**config.mk**
```make
export PLATFORM = sky130hd
export DESIGN_NAME = cic_decim_mc
export DESIGN_NICKNAME = d
export VERILOG_FILES = /design/src/rtl/cic_decim_mc.sv
export SDC_FILE = /design/constraint.sdc
export NUM_CORES = 2
export LEC_CHECK = 0
export ABC_CLOCK_PERIOD_IN_PS = 15400
export BUFFER_PORTS_ARGS = -buffer_cell sky130_fd_sc_hd__buf_2
export CAP_MARGIN = 25
export CORE_ASPECT_RATIO = 0.7
export CORE_MARGIN = 3
export CORE_UTILIZATION = 45
export CTS_BUF_LIST = sky130_fd_sc_hd__clkbuf_16
export CTS_CLUSTER_SIZE = 10
export DETAILED_ROUTE_END_ITERATION = 8
export PLACE_DENSITY = 0.63
export SLEW_MARGIN = 5
export SYNTH_ARGS = -nofsm -noshare
export SYNTH_HDL_FRONTEND = slang
export SYNTH_SLANG_ARGS = --single-unit
```
**constraint.sdc**
```tcl
create_clock -name clk -period 15.4 [get_ports clk]
set_clock_uncertainty 0.2 [all_clocks]
set_input_delay 0.77 -clock clk [delete_from_list [all_inputs] [get_ports clk]]
set_output_delay 0.77 -clock clk [all_outputs]
set_load 0.05 [all_outputs]
```
**src/rtl/cic_decim_mc.sv**
```systemverilog
// Multi-channel CIC decimator. A shared controller (ratio register, flush,
// decimation counter, warm-up) drives one integrator/comb/normaliser lane per
// channel. The ratio is a runtime power of two, and the output gain is
// normalised so that full scale does not depend on the ratio.

module cic_decim_mc_lane #(
    parameter int IN_W       = 1,
    parameter int ORDER      = 4,
    parameter int DIFF_DELAY = 1,
    parameter int ACC_W      = 26,
    parameter int OUT_W      = 24,
    parameter int SH_W       = 5
) (
    input  logic             clk,
    input  logic             rst,
    input  logic             flush,
    input  logic             en,
    input  logic             dec,
    input  logic             load,
    input  logic [SH_W-1:0]  sh,
    input  logic [IN_W-1:0]  x,
    output logic [OUT_W-1:0] y
);
    logic [ACC_W-1:0]                              xin;
    logic [ORDER-1:0][ACC_W-1:0]                   integ, integ_nxt, comb_in;
    logic [ORDER-1:0][DIFF_DELAY-1:0][ACC_W-1:0]   dly;
    logic [ACC_W-1:0]                              comb_out, scaled;

    // A PDM bit maps to +/-1; a wider sample is sign-extended
    if (IN_W == 1) begin : g_pdm
        always_comb xin = x[0] ? ACC_W'(1) : '1;
    end else begin : g_pcm
        always_comb xin = ACC_W'($signed(x));
    end

    // Integrator cascade; the last stage sees this cycle's update
    always_comb begin
        logic [ACC_W-1:0] a;
        a = xin;
        for (int i = 0; i < ORDER; i++) begin
            a            = a + integ[i];
            integ_nxt[i] = a;
        end
    end

    // Comb cascade evaluated on the decimated sample: y = x - x[n-M]
    always_comb begin
        logic [ACC_W-1:0] c;
        c = integ_nxt[ORDER-1];
        for (int s = 0; s < ORDER; s++) begin
            comb_in[s] = c;
            c          = c - dly[s][DIFF_DELAY-1];
        end
        comb_out = c;
    end

    // Gain normalisation: scale up by the ratio deficit, keep the top bits
    always_comb scaled = comb_out << sh;

    // Integrators advance only on accepted input samples
    always_ff @(posedge clk or negedge rst) begin
        if (!rst)       integ <= '0;
        else if (flush) integ <= '0;
        else if (en)    integ <= integ_nxt;
    end

    // Comb delay lines shift once per decimation point
    always_ff @(posedge clk or negedge rst) begin
        if (!rst)       dly <= '0;
        else if (flush) dly <= '0;
        else if (dec) begin
            for (int s = 0; s < ORDER; s++) begin
                dly[s][0] <= comb_in[s];
                for (int m = 1; m < DIFF_DELAY; m++) dly[s][m] <= dly[s][m-1];
            end
        end
    end

    // Output register holds between strobes, untouched by a flush
    always_ff @(posedge clk or negedge rst) begin
        if (!rst)      y <= '0;
        else if (load) y <= scaled[ACC_W-1 -: OUT_W];
    end
endmodule

module cic_decim_mc #(
    parameter int CHANNELS   = 2,
    parameter int IN_W       = 1,
    parameter int ORDER      = 4,
    parameter int DIFF_DELAY = 1,
    parameter int MAX_LOG2_R = 8,
    parameter int OUT_W      = 24
) (
    input  logic                      clk,
    input  logic                      rst,
    input  logic                      en,
    input  logic [CHANNELS*IN_W-1:0]  d_in,
    input  logic [3:0]                ratio_log2,
    output logic [CHANNELS*OUT_W-1:0] dout,
    output logic                      dout_valid
);
    localparam int IN_EFF = (IN_W == 1) ? 2 : IN_W;
    localparam int ACC_W  = IN_EFF + ORDER * MAX_LOG2_R;
    localparam int SH_W   = $clog2(ORDER * MAX_LOG2_R + 1);
    localparam int WU     = ORDER * DIFF_DELAY;
    localparam logic [MAX_LOG2_R-1:0] CNT_ONE = 1;

    localparam logic [0:0] ST_WARMUP = 1'b0;
    localparam logic [0:0] ST_RUN    = 1'b1;

    logic [3:0]            k_cl, k_reg, warm;
    logic [0:0]            state;
    logic [MAX_LOG2_R-1:0] cnt, cnt_max;
    logic [MAX_LOG2_R:0]   span;
    logic [SH_W-1:0]       sh;
    logic                  flush, en_acc, dec, load;

    // Clamp the requested ratio into 1..MAX_LOG2_R
    always_comb begin
        if (ratio_log2 == 4'd0)                  k_cl = 4'd1;
        else if (ratio_log2 > 4'(MAX_LOG2_R))    k_cl = 4'(MAX_LOG2_R);
        else                                     k_cl = ratio_log2;
    end

    // Decode flush, decimation point and normaliser shift from k_reg
    always_comb begin
        span    = (MAX_LOG2_R+1)'(1) << k_reg;
        span    = span - (MAX_LOG2_R+1)'(1);
        cnt_max = span[MAX_LOG2_R-1:0];
        flush   = (k_cl != k_reg);
        en_acc  = en && !flush;
        dec     = en_acc && (cnt == cnt_max);
        load    = dec && (state == ST_RUN);
        sh      = SH_W'(ORDER * (MAX_LOG2_R - int'(k_reg)));
    end

    // Ratio register, loaded on the flush cycle
    always_ff @(posedge clk or negedge rst) begin
        if (!rst)       k_reg <= 4'd1;
        else if (flush) k_reg <= k_cl;
    end

    // Decimation counter over accepted samples, wraps at the decimation point
    always_ff @(posedge clk or negedge rst) begin
        if (!rst)        cnt <= '0;
        else if (flush)  cnt <= '0;
        else if (en_acc) cnt <= dec ? '0 : cnt + CNT_ONE;
    end

    // Warm-up: the first ORDER*M decimation points are discarded
    always_ff @(posedge clk or negedge rst) begin
        if (!rst) begin
            warm  <= 4'd0;
            state <= ST_WARMUP;
        end else if (flush) begin
            warm  <= 4'd0;
            state <= ST_WARMUP;
        end else if (dec && state == ST_WARMUP) begin
            warm <= warm + 4'd1;
            if (warm == 4'(WU - 1)) state <= ST_RUN;
        end
    end

    // Output strobe, one cycle after a post-warm-up decimation point
    always_ff @(posedge clk or negedge rst) begin
        if (!rst) dout_valid <= 1'b0;
        else      dout_valid <= load;
    end

    for (genvar c = 0; c < CHANNELS; c++) begin : g_lane
        cic_decim_mc_lane #(
            .IN_W(IN_W), .ORDER(ORDER), .DIFF_DELAY(DIFF_DELAY),
            .ACC_W(ACC_W), .OUT_W(OUT_W), .SH_W(SH_W)
        ) u_lane (
            .clk(clk), .rst(rst), .flush(flush), .en(en_acc), .dec(dec),
            .load(load), .sh(sh), .x(d_in[c*IN_W +: IN_W]),
            .y(dout[c*OUT_W +: OUT_W])
        );
    end
endmodule

```
; Yosys cells after proc, flatten, opt, wreduce, memory -nomap -nowiden
; Index checks and enable logic that the tools add are counted.
[word_totals]
romBits = 0
output_inout_bits = 49
elab_cells = 82
n_memories = 0
latchBits = 0
mem_bits_rw = 0
regBits = 610
[classes]
muxes = 20
n_div = 0
bitwise = 1
n_eq_ne = 3
mul = 0
magnitude_cmp = 1
shift = 3
reduce_logical = 11
addsub = 20
[op_table]
columns = op, n
row1 = 136-bit two-way mux, 8
row2 = 34-bit adder, 8
row3 = 34-bit subtractor, 8
row4 = 34-bit two-way mux, 2
row5 = 34-bit by 6-bit left shift with 34-bit output, 2
row6 = 8-bit two-way mux, 3
row7 = 4-bit two-way mux, 4
row8 = 8-bit by 1-bit adder with 8-bit output (second input constant), 1
row9 = 8-bit == test, 1
row10 = 2-bit nonzero test, 4
row11 = 1-bit by 4-bit left shift with 8-bit output (first input constant), 1
row12 = 8-bit by 1-bit subtractor with 8-bit output (second input constant), 1
row13 = 4-bit by 1-bit adder with 4-bit output (second input constant), 1
row14 = 4-bit by 2-bit == test with 1-bit output (second input constant), 1
row15 = 4-bit > comparator (second input constant), 1
row16 = 1-bit logical AND, 4
row17 = 4-bit zero test, 1
row18 = 4-bit inequality test, 1
row19 = 4-bit subtractor (first input constant), 1
row20 = 1-bit two-way mux, 3
row21 = 2-bit AND reduction, 1
row22 = 1-bit zero test, 1
row23 = 1-bit inverter, 1

; Depth between registers and ports, before layout
[depth]
depth_word = 10
depth_mapped = 68
ltp_nobuf = 68

; By module
; A second synthesis with hierarchy kept.
[unflattened]
hier_cells = 6415
area_unflattened_um2 = 54861.4
[modules_own_cells]
columns = mod, instances, area_per_inst_um2, cells_per_inst
row1 = cic_decim_mc_lane (g_lane[0].u_lane), 1, 26837.0, 3176
row2 = cic_decim_mc_lane (g_lane[1].u_lane), 1, 26502.9, 3076
row3 = cic_decim_mc, 1, 1521.5, 163

; Worst setup path before layout
; OpenSTA, ideal clock, no wires.
[synth_timing]
kind = input to register
from = input d_in[0]
to = register g_lane[0].u_lane.y[23]
path_buffers = 0
stages = 62
setup_slack_ns = 1.709
setup_time_ns = 0.120
t_arrival_ns = 13.371
cell_sequence = inv_1 ha_1 a21o_1 a21oi_1 o21bai_1 a21oi_1 o21bai_1 a21oi_1 o21bai_1 and2_1 o21ai_0 nand2b_1 a21oi_1 xnor2_1 ha_1 and4_1 nand3_1 o21ai_0 [... 26 more ...] and3_1 and3_1 a22o_1 nor2_1 xnor2_1 ha_1 and3_1 a211o_1 a21oi_1 xnor2_1 ha_1 or3_1 a211oi_1 o31ai_1 a21oi_1 xnor2_1 xnor2_1 a41o_1
[synth_via]
elab_chain_len = 10
[synth_rtl]
columns = element, line_no
row1 = start: declaration, 97  ; input logic [CHANNELS*IN_W-1:0] d_in,
row2 = 34-bit two-way mux, 31  ; always_comb xin = x[0] ? ACC_W'(1) : '1;
row3 = 34-bit adder (4 in a row), 41  ; a = a + integ[i];
row4 = 34-bit subtractor (4 in a row), 52  ; c = c - dly[s][DIFF_DELAY-1];
row5 = 34-bit by 6-bit left shift with 34-bit output, 58  ; always_comb scaled = comb_out << sh;
row6 = end signal: assignment, 82  ; else if (load) y <= scaled[ACC_W-1 -: OUT_W];
row7 = end: declaration, 22  ; output logic [OUT_W-1:0] y
; No other way between the ends.
; A chain may end at the register's enable or synchronous reset.

; Final worst setup path
; Same ends and word-level chain as after synthesis.

==> results.cfg <==
[status]
outcome = finished, final reports clean

[grt]
antenna_found_initial = 2
grt_pass1_vias = 39800
gr-total-overflow = 0
grt_usage_pct = 20.6
grt_max_degree = 207
grt_pass1_wl_mm = 204

[sta]
drv_slew = 0
timing.slew.headroom_pct = 24.9
tightest_slew_ps = 1130
hold_ws_ps = 128
setup_viol = 0
hold_viol_final = 0
min_period_ps = 14310
grt_setup_unrepaired = false
clock.fmax_mhz = 69.9
fin_crit_sh_pct = 92.9
fin_tns_setup_ps = 0

[min_path]
min_path_cells = 1
min_path_type = in2reg

[yosys]
synth-seq-cells = 610
syn_area_per_cell_um2 = 8.28
ys_async_sr_fraction_pct = 100
synth_cell_types = 99
syn_inst = 6128
synth-edff-count = 0
yosys_warnings = 0
ys_dominant_reg_cell = dfrtp_1
synthesis.nets = 6698
synthesis.area_mm2 = 0.0507
ys_seq_area_share_pct = 30.1

[critical_path]
cp-start-kind = input port
arrival_ps = 14650
critPathMaxFanout = 9
worstSetupPathType = in2reg
cpPeakStageDelay_ps = 750
endpoint = g_lane[0].u_lane.y[23]$_DFFE_PN0P_
crit_start = d_in[0]
r2r_slack_ps = 1240
critPathRequiredTime_ps = 15740
reg2reg_depth = 61
crit_buf_inv = 2
crit_cells = 63
cp_top_family = compound AO/OA/AOI/OAI gates
r2r_start = g_lane[0].u_lane.integ[0]$_DFFE_PN0P_
worst_path_max_delay_cell = o41ai_1
rr_endpoint = g_lane[0].u_lane.y[23]$_DFFE_PN0P_
worstSetupEndpointType = flop

[cts]
cts_buffers = 74
ctsRootBufferMaster = clkbuf_16
cts.sinks = 610
clk_pin_slew_ps = 60
htree_levels = 3
clock_path_buffers = 3
cts_tree = built
clock_latency_ps = 640

[placement]
port_buffers = 57
gp_congestion = 0.902
hpwl_mm = 86.8
dp_cells = 7529

[routing]
first_pass_iters = 5
routedWlPerCell_um = 16.0
wl_mm = 122
vias = 42000
drt_iter0_drc = 2741
drc = 0
ant_nets = 0
viasPerCell = 5.49

[final_layout]
drive_gt1_share_pct = 3.97
reg_top3 = g_lane.u_lane.dly (272), g_lane.u_lane.integ (272), g_lane.u_lane.y (48)
fillerInstances = 10600
n_antenna_cell = 0
area_growth_pct = 7.73
nets = 6669
instances_no_fill = 7635

[floorplanning]
dieArea_mm2 = 0.117
start_util_pct = 45.6
die_w_um = 407
num_rows = 102
fp.dieH_um = 287
io_pins = 58
core_mm2 = 0.111

[flow_run]
cap_violations = 0
==> worst register-to-register path, delay by kind of cell, from the launching register on <==
family                   cells  cell delay, ps
XOR/XNOR                     9            1500
flip-flops                   1             450
AND/OR/NAND/NOR             16            3130
adder cells (fa/ha/maj)      8            2600
AO/OA/AOI/OAI               28            6170
==> layout make-up <==
cell class	count	area (um^2)	share of cell area, %
clock inverter	28	149	0.272
sequential	610	15300	27.9
clock buffer	76	1900	3.48
inverter	467	1750	3.21
tap	1508	1890	3.45
timing repair buffer	90	663	1.21
multi-input combinational	4856	33000	60.4
==> kinds of logic after synthesis <==
logic type,share of synthesized area (%)
xor gates and xnor gates,9.04
AOI/OAI and AO/OA,18.6
and+or+nand+nor,17.8
muxes,5.44
buffers and inverters,4.90
adders and majority gates,14.1
DFF,30.1
==> what timing repair did <==
item                      4_1_cts  5_1_grt
gates resized for setup         0        0
hold endpoints to repair       19        0
buffers inserted                0        0
hold buffers                    1        0
==> per-layer routing <==
| layer | wire, um | GRT usage (%) | up-vias |
|---|---|---|---|
| li1 | - | - | 21300 |
| met1 | 62100 | 30.3 | 19800 |
| met2 | 51900 | 31.4 | 714 |
| met3 | 6440 | 3.89 | 126 |
| met4 | 1790 | 3.77 | 2 |
| met5 | 47 | 0 | - |
==> Yosys cell counts (8+ instances only) <==
cell | count | area [um^2]
a22o_1 | 21 | 184
xnor2_1 | 344 | 3010
inv_1 | 463 | 1740
or3_1 | 18 | 113
a21oi_1 | 474 | 2370
nand2_1 | 758 | 2850
or2_2 | 17 | 106
nor3_1 | 73 | 365
xor2_1 | 157 | 1380
nand2b_1 | 74 | 463
a211oi_1 | 50 | 375
nor2b_1 | 47 | 294
nor2_1 | 565 | 2120
nand4_1 | 29 | 181
o21ai_1 | 105 | 526
mux2i_1 | 253 | 2530
o211ai_1 | 24 | 180
a31oi_1 | 35 | 219
o21ai_0 | 184 | 921
a211o_1 | 10 | 87.6
o21a_1 | 59 | 443
o31a_1 | 9 | 78.8
and3_1 | 42 | 263
a31o_1 | 8 | 70.1
nor4_1 | 16 | 100
o31ai_1 | 29 | 218
buf_1 | 57 | 214
nand3_1 | 328 | 1640
clkbuf_1 | 137 | 514
ha_1 | 545 | 6820
a41oi_1 | 9 | 78.8
a21o_1 | 209 | 1570
a21boi_0 | 8 | 60.1
mux2_2 | 18 | 203
and4_1 | 11 | 96.3
a221oi_1 | 8 | 70.1
dfrtp_1 | 609 | 15200
and2_1 | 27 | 169
a21boi_1 | 19 | 143
o21bai_1 | 98 | 736
fa_1 | 16 | 320
a221o_1 | 10 | 100
==> metrics by stage <==
stage	utilization [%]	setup WS, ps	area (um^2)
floorplan	-	1710	50700
global placement	47.3	896	52600
detailed placement	47.3	493	52600
CTS	49.1	1170	54600
global route	49.2	27.9	54600
finish	49.2	1090	54600
==> how the worst min path moves through the flow <==
| stage | start | end | slack [ps] |
|---|---|---|---|
| after floorplan | g_lane[1].u_lane.integ[122]$_DFFE_PN0P_ | g_lane[1].u_lane.integ[122]$_DFFE_PN0P_ | 260 |
| after global placement | g_lane[0].u_lane.y[4]$_DFFE_PN0P_ | g_lane[0].u_lane.y[4]$_DFFE_PN0P_ | 250 |
| after detailed placement | g_lane[0].u_lane.y[4]$_DFFE_PN0P_ | g_lane[0].u_lane.y[4]$_DFFE_PN0P_ | 250 |
| after CTS | ratio_log2[3] | k_reg[3]$_DFFE_PN0N_ | 70 |
| after global routing | ratio_log2[3] | k_reg[3]$_DFFE_PN0N_ | 90 |
| final | ratio_log2[3] | k_reg[3]$_DFFE_PN0N_ | 130 |
==> placed cells by master (no fill, tap or decap), types with 19 or more instances in the layout <==
cell       Yosys  final
a31oi_1       35     35
a211oi_1      50     50
and2_1        27     27
buf_2          1     55
dfrtp_1      609    609
o21bai_1      98     98
o21ai_0      184    184
a21boi_1      19     19
xnor2_1      344    344
ha_1         545    545
a21oi_1      474    474
xor2_1       157    157
nor2_1       565    563
o21a_1        59     59
o21ai_1      105    105
and3_1        42     42
o31ai_1       29     29
buf_4          0     24
inv_1        463    477
a22o_1        21     21
o211ai_1      24     24
a21o_1       209    209
nor3_1        73     73
nor2b_1       47     47
nand2b_1      74     74
clkbuf_16      0     76
mux2i_1      253    253
nand4_1       29     29
nand3_1      328    327
nand2_1      758    758
Power is left out: the tool's default activity adds up to more than one toggle a clock period on the data nets, which glitch-free logic cannot reach.
